==> src/rtl/ul_mcbsp_tx_arbiter.sv <==
// ul_mcbsp_tx_arbiter: shares one McBSP transmitter between data (ch0) and status (ch1) words.
// Optional UL_ARB_STATS_EN adds per-channel success counters and a timeout counter.
module ul_mcbsp_tx_arbiter #(
    parameter int DATA_W      = 16,
    parameter int MAX_CONSEC  = 4,
    parameter int TIMEOUT_CYC = 1024
) (
    input  logic              McBSPClk,
    input  logic              nRst,
    input  logic              ch0_req,
    input  logic [DATA_W-1:0] ch0_data,
    output logic              ch0_ack,
    input  logic              ch1_req,
    input  logic [DATA_W-1:0] ch1_data,
    output logic              ch1_ack,
    output logic              tx_err,
    output logic              tRequest,
    output logic [DATA_W-1:0] tData,
    input  logic              busIdle,
    input  logic              send_done,
    output logic              err_sticky,
    output logic              active_ch,
    output logic              busy
`ifdef UL_ARB_STATS_EN
    ,
    output logic [15:0]       stat_ch0_cnt,
    output logic [15:0]       stat_ch1_cnt,
    output logic [7:0]        stat_err_cnt
`endif
);
    localparam int TW = $clog2(TIMEOUT_CYC);
    localparam int CW = $clog2(MAX_CONSEC + 1);

    typedef enum logic [1:0] {IDLE, ISSUE, WAIT_START, WAIT_DONE} state_t;

    state_t            state_q, state_d;
    logic [DATA_W-1:0] tdata_q, tdata_d;
    logic              active_q, active_d;
    logic              busy_q, busy_d;
    logic              ack_q, ack_d;
    logic              err_q, err_d;
    logic              sticky_q, sticky_d;
    logic [TW-1:0]     tcnt_q, tcnt_d;
    logic [CW-1:0]     consec_q, consec_d;
    logic              pick1;
    logic              expire;

    assign pick1  = ch1_req && (!ch0_req || consec_q < CW'(MAX_CONSEC));
    assign expire = tcnt_q == TW'(TIMEOUT_CYC - 1);

    always_comb begin
        state_d  = state_q;
        tdata_d  = tdata_q;
        active_d = active_q;
        busy_d   = busy_q;
        ack_d    = 1'b0;
        err_d    = 1'b0;
        sticky_d = sticky_q;
        tcnt_d   = tcnt_q + TW'(1);
        consec_d = consec_q;
        case (state_q)
            IDLE: begin
                tcnt_d = '0;
                // No grant during the ack cycle so a requester can retire its word first
                if (busIdle && !ack_q && (ch0_req || ch1_req)) begin
                    state_d  = ISSUE;
                    tdata_d  = pick1 ? ch1_data : ch0_data;
                    active_d = pick1;
                    busy_d   = 1'b1;
                    consec_d = (pick1 && ch0_req)
                             ? ((consec_q == CW'(MAX_CONSEC)) ? consec_q : consec_q + CW'(1))
                             : '0;
                end
            end
            ISSUE: state_d = WAIT_START;
            default: begin
                if (send_done || expire) begin
                    state_d  = IDLE;
                    ack_d    = 1'b1;
                    busy_d   = 1'b0;
                    err_d    = !send_done;
                    sticky_d = sticky_q | !send_done;
                end else if (state_q == WAIT_START && !busIdle) begin
                    state_d = WAIT_DONE;
                end
            end
        endcase
    end

    always_ff @(posedge McBSPClk) begin
        if (!nRst) begin
            state_q  <= IDLE;
            tdata_q  <= '0;
            active_q <= 1'b0;
            busy_q   <= 1'b0;
            ack_q    <= 1'b0;
            err_q    <= 1'b0;
            sticky_q <= 1'b0;
            tcnt_q   <= '0;
            consec_q <= '0;
        end else begin
            state_q  <= state_d;
            tdata_q  <= tdata_d;
            active_q <= active_d;
            busy_q   <= busy_d;
            ack_q    <= ack_d;
            err_q    <= err_d;
            sticky_q <= sticky_d;
            tcnt_q   <= tcnt_d;
            consec_q <= consec_d;
        end
    end

    assign ch0_ack    = ack_q && !active_q;
    assign ch1_ack    = ack_q && active_q;
    assign tx_err     = err_q;
    assign tRequest   = state_q == ISSUE;
    assign tData      = tdata_q;
    assign err_sticky = sticky_q;
    assign active_ch  = active_q;
    assign busy       = busy_q;

`ifdef UL_ARB_STATS_EN
    logic [15:0] st0_q, st1_q;
    logic [7:0]  ste_q;

    always_ff @(posedge McBSPClk) begin
        if (!nRst) begin
            st0_q <= '0;
            st1_q <= '0;
            ste_q <= '0;
        end else begin
            if (ack_d && !err_d && !active_q) st0_q <= st0_q + 16'd1;
            if (ack_d && !err_d && active_q)  st1_q <= st1_q + 16'd1;
            if (err_d)                        ste_q <= ste_q + 8'd1;
        end
    end

    assign stat_ch0_cnt = st0_q;
    assign stat_ch1_cnt = st1_q;
    assign stat_err_cnt = ste_q;
`endif
endmodule

==> config.mk <==
export PLATFORM = sky130hd
export DESIGN_NAME = ul_mcbsp_tx_arbiter
export DESIGN_NICKNAME = d
export VERILOG_FILES = /design/src/rtl/ul_mcbsp_tx_arbiter.sv
export SDC_FILE = /design/constraint.sdc
export NUM_CORES = 1
export LEC_CHECK = 0
export ABC_AREA = 1
export CAP_MARGIN = 20
export CELL_PAD_IN_SITES_DETAIL_PLACEMENT = 1
export CELL_PAD_IN_SITES_GLOBAL_PLACEMENT = 1
export CORE_AREA = 2 2 99 63
export CTS_CLUSTER_SIZE = 24
export DETAILED_ROUTE_END_ITERATION = 8
export DIE_AREA = 0 0 101 65
export PLACE_DENSITY = 0.79
export SLEW_MARGIN = 10
export SYNTH_ARGS = -nofsm -noshare
export SYNTH_HDL_FRONTEND = slang
export SYNTH_SLANG_ARGS = --single-unit
==> constraint.sdc <==
create_clock -name McBSPClk -period 1.9 [get_ports McBSPClk]
set_clock_uncertainty 0.15 [all_clocks]
set_input_delay 0.57 -clock McBSPClk [delete_from_list [all_inputs] [get_ports McBSPClk]]
set_output_delay 0.57 -clock McBSPClk [all_outputs]
set_load 0.01 [all_outputs]
# --- Word level (Yosys, flattened, before mapping) ---
# Index checks and enable logic that the tools add are counted.
word_totals:
  in_bits: 38
  output_inout_bits: 23
  reg_bits: 36
  word_cells: 61
classes:
  reduce_logical: 27
  n_bitwise: 5
  addsub: 2
  mux: 11
  order_cmp: 1
  eq_ne: 6
ops:
  columns: ["operator", "count"]
  rows:
  - ["two-way mux 16 bit", 1]
  - ["adder 10 x 1 -> 10 bit (second input constant)", 1]
  - ["equality test 10 bit (second input constant)", 1]
  - ["logical AND 1 bit", 7]
  - ["two-way mux 2 bit", 3]
  - ["two-way mux 3 bit", 2]
  - ["AND reduction 2 bit", 3]
  - ["AND reduction 3 bit", 2]
  - ["zero test 1 bit", 5]
  - ["!= test 2 bit (second input constant)", 2]
  - ["NOT 1 bit", 4]
  - ["one-hot mux 2 bit (2 select lines)", 1]
  - ["nonzero test 4 bit", 1]
  - ["OR reduction 2 bit", 2]
  - ["OR reduction 4 bit", 1]
  - ["adder 3 x 1 -> 3 bit (second input constant)", 1]
  - ["equality test 3 bit (second input constant)", 1]
  - ["logical OR 1 bit", 3]
  - ["less-than comparator 3 bit (second input constant)", 1]
  - ["two-way mux 1 bit", 3]
  - ["OR reduction 3 bit", 1]
  - ["equality test 2 x 1 -> 1 bit (second input constant)", 1]
  - ["equality test 2 bit (second input constant)", 1]
  - ["zero test 2 bit", 1]
  - ["other kinds (3)", 3]

# --- Depth between registers and ports, before layout ---
depth:
  ltp_word: 6
  depth_mapped: 8
  mapped_depth_nobuf: 8

# --- Worst setup path before layout ---
# No wires, ideal clock.
synth_path:
  path_type: "input port to flip-flop"
  from: "input ch0_req"
  to: "register tdata_q[10], in the netlist tData[10]"
  setup_time_ns: 0.113
  n_path_buf: 1
  setup_slack_ns: 0.423
  path_stages: 7
  required_ns: 1.637
  arrival_ns: 1.214
  path_cell_list: "nor2_1 -> nor2_4 -> nand3b_4 -> inv_4 -> buf_6 -> o21ai_1 -> nor2_1"
synth_between:
  elab_chain_len: 4
  word_cells_on_any_way: 7
  cone_classes: "1 x mux; 6 x reduce/logical"
synth_lines:
  columns: ["item", "line", "text"]
  rows:
  - ["start: declaration", "10", "input logic ch0_req,"]
  - ["zero test 1 bit", "48", "assign pick1 = ch1_req && (!ch0_req || consec_q < CW'(MAX_CONSEC));"]
  - ["logical OR 1 bit", "48", null]
  - ["logical AND 1 bit", "48", null]
  - ["two-way mux 16 bit", "67", "tdata_d = pick1 ? ch1_data : ch0_data;"]
  - ["end signal: assignment", "103", "tdata_q <= tdata_d;"]
  - ["end: declaration", "37", "logic [DATA_W-1:0] tdata_q, tdata_d;"]
# Several ways; a longest one is shown, not always the timed one.
# A chain may end at the register's enable or synchronous reset.

# --- Worst setup path in the final report ---
layout_path:
  from: "register err_q, in the netlist tx_err"
  to: "output tx_err"
layout_lines:
  columns: ["item", "line", "text"]
  rows:
  - ["start: declaration", "41", "logic err_q, err_d;"]
  - ["start signal: assignment", "107", "err_q <= err_d;"]
  - ["end: declaration", "16", "output logic tx_err,"]
# No word-level cell between the ends.

==> run summary <==
Count of final hold-check violations -> 0
Warnings, synthesis -> 0
Power spent charging and discharging nets -> 0.659 mW
Final GP Congestion -> 0.829
Cell Count Post-Placement -> 380
Combinational fraction of design power -> 0.290
Static leakage -> 1.28 nW
Share of power burned in the clock network -> 0.298
Final period util -> 0.966
Final routed wirelength across all metal layers -> 4770 µm
Post-layout nets -> 356
Number of storage elements in the synthesis netlist -> 36
WHS -> 0.308 ns
Count of vias placed by the detailed router -> 1713
Simple-gate share of the synthesized area -> 0.340
Max clock buf depth -> 2
Mean post-synth cell area -> 6.88 µm²
Status -> completed
Netlist area before placement -> 1650 µm²
Total nets after synthesis -> 281
Post-route setup slack -> 0.0644 ns
Number of global-route vias before repair -> 1822
Overall routing resource usage -> 0.158
Fraction of synthesis flops using an asynchronous set or reset pin -> 0
Detailed Place HPWL -> 3660 µm
Upper clock frequency limit -> 0.545 GHz
Most frequently used cell type in the post-synthesis netlist -> nand2_1
Crit-path cells -> clkdlybuf4s50_1
Clock tree sinks -> 36
Type of element capturing the critical path -> primary output
Combinational family with the most area after synthesis -> simple AND/OR/NAND/NOR gates
CP required -> 1.18 ns
Seq pwr share -> 0.412
Die width -> 101 µm
Max-cap violation count -> 0
Antenna violations before repair -> 0
Top post-synthesis cells by count -> 69 x nand2_1, 48 x nor2_1, 36 x dfxtp_1, 17 x inv_1, 12 x o21ai_0
DIE HEIGHT -> 65 µm
Residual DRC count -> 0
Post-detailed-route wirelength per cell -> 12.3 µm
Number of flops mapped to enable cells by yosys -> 0
Post-synth top area cell -> dfxtp_1
Total Die Area -> 6570 µm²
Share of the synthesized area in compound gates (AO/OA/AOI/OAI) -> 0.114
Post-DR vias/cell -> 4.41
Setup slack of the most critical reg-to-reg path -> 0.39 ns
Clock tree root driver cell -> clkbuf_8
Unique masters post-synth -> 24
WP buf/inv -> 1
Final Max Slew Viols -> 0
Filler-free cell count of the finished design -> 388
Dpl ws -> -0.158 ns
Hold buffers post-CTS -> 0
Yosys top cell area share -> 0.436
Setup TNS -> 0 ns
Quantity of I/O buffers inserted on ports -> 60
Worst-path clk slew -> 0.07 ns
Category of the worst setup path launch point -> flop
Fraction of power spent switching nets -> 0.297
Final critical delay including setup and external delays -> 1.84 ns
Initial Util -> 0.286
Adder-Cell Fraction of Synth Area -> 0.0227
Site row count -> 22
First-pass GRT wire length -> 8160 µm
Number of H-tree branching levels -> 2
Critical path fanouts, max -> 1
Multiplexer area fraction after synthesis -> 0
Sequential area share after synthesis -> 0.436
Floorplan Core Area -> 5780 µm²
CTS tree -> yes
Antenna Nets Post-Route -> 0
Path category of the worst min-delay check -> reg2reg
Worst-margin pin slew -> 0.225 ns
Area contributors post-synth -> dfxtp_1 44%, nand2_1 16%, nor2_1 11%
Layout overhead on the synthesized area -> 53.1%
DRT Pass-1 Iters -> 4
Antenna cells -> 0
Remaining global-route overflow -> 0
Source-to-sink clock delay at the later pin of the worst-skew pair -> 0.28 ns
Family of cells with the greatest summed delay on the critical path -> buffers and inverters
Setup violators final -> 0
Synth Instances -> 240
Internal power -> 1.56 mW
P per Cell Area -> 878 nW/µm²
Detailed router's first-iteration violation count -> 28
Crit path arrival time -> 1.12 ns
Tightest slew margin relative to the limit -> 0.848
Post-Route Utilization -> 0.437
Primary FF master, synth -> dfxtp_1
Critical Setup Path Class -> reg2out
IR drop worst, VDD -> 280 µV
RSZ-0062 raised after global routing -> no
Number of clock buffers inserted by TritonCTS -> 5
Layout filler cell count -> 749
Cell with the largest stage delay on the worst path -> clkdlybuf4s50_1
Largest net degree at the start of global routing -> 19
Boundary pin count -> 61
Highest cell delay on the worst timing path -> 0.53 ns
Xor and xnor fraction of the mapped netlist area -> 0.00530
Share of cells above drive strength 1 -> 0.120
## placed cells by master, fill, tap and decap left out
cell type	instances
a21oi_1	11
a21oi_2	2
buf_12	1
buf_4	14
bufinv_16	1
clkbuf_1	1
clkbuf_8	5
clkdlybuf4s50_1	38
clkinv_2	1
dfxtp_1	35
dfxtp_2	1
dlygate4sd2_1	15
dlymetal6s2s_1	7
ha_1	3
inv_1	17
inv_2	5
inv_4	1
nand2_1	69
nand2_2	4
nand3_1	6
nand3b_4	1
nand4_1	1
nor2_1	48
nor2_4	1
nor3_2	1
nor3b_1	1
o21ai_0	12
o21ai_1	11
or2_0	2
xor2_1	1
## per-stage QoR
stage / area [µm²] / total power [mW]
after floorplan: 1650 / 1.26
after global placement: 2420 / 1.60
after detailed placement: 2420 / 1.62
after CTS: 2510 / 2.26
after global routing: 2530 / 2.36
final: 2530 / 2.22
## worst register-to-register path, stage by stage (launching register included)
cell	delay (ns)
dfxtp_1	0.36
ha_1	0.18
nand2_1	0.08
nor2_1	0.17
nand3_1	0.10
nand2_1	0.14
nand3_1	0.14
o21ai_1	0.13
## timing repair
item / in CTS / in global routing
resized for setup: 16 / 7
setup endpoints to repair: 15 / 7
setup buffers: 0 / 0
hold endpoints to repair: 0 / 0
## final timing paths
check                                start          to  depth (start not counted)
worst min-delay path            err_sticky  err_sticky                          2
worst min register to register  err_sticky  err_sticky                          2
worst max-delay path                tx_err      tx_err                          1
worst max register to register   tcnt_q[0]  err_sticky                          7
## per-layer routing
| metal | global-route usage | up-vias | wire [µm] |
|---|---|---|---|
| li1 | - | 894 | - |
| met1 | 0.206 | 785 | 2410 |
| met2 | 0.257 | 29 | 2080 |
| met3 | 0.0442 | 5 | 219 |
| met4 | 0.0456 | 0 | 56 |
| met5 | 0 | - | 0 |
## power by group through the flow
stage | registers (mW) | clock network (mW) | logic [mW]
global route | 0.929 | 0.714 | 0.720
finish | 0.914 | 0.662 | 0.643
floorplan | 0.963 | 0 | 0.295
CTS | 0.918 | 0.687 | 0.659
detailed placement | 0.932 | 0 | 0.689
global placement | 0.928 | 0 | 0.675
## area by class of cell
type | count | area (µm²) | share of cell area
sequential | 36 | 722 | 0.286
multi-input combinational | 174 | 796 | 0.315
clock inverter | 2 | 35.0 | 0.0139
tap | 72 | 90.1 | 0.0356
inverter | 23 | 88.8 | 0.0351
timing repair buffer | 75 | 724 | 0.286
clock buffer | 6 | 72.6 | 0.0287
## registers in the layout (all words and copies together) (netlist names)
name and count:
ack_q 1, active_ch 1, busy 1, consec_q 3
err_sticky 1, state_q 2, tData 16, tcnt_q 10
tx_err 1
## kinds of logic (layout without fill, tap and decap cells)
family | Yosys count | after routing
AO/OA/AOI/OAI | 36 | 36
XOR/XNOR | 1 | 1
adder cells (fa/ha/maj) | 3 | 3
buffers and inverters | 30 | 106
flip-flops | 36 | 36
AND/OR/NAND/NOR | 134 | 134
Power figures use the tool's default switching activity.
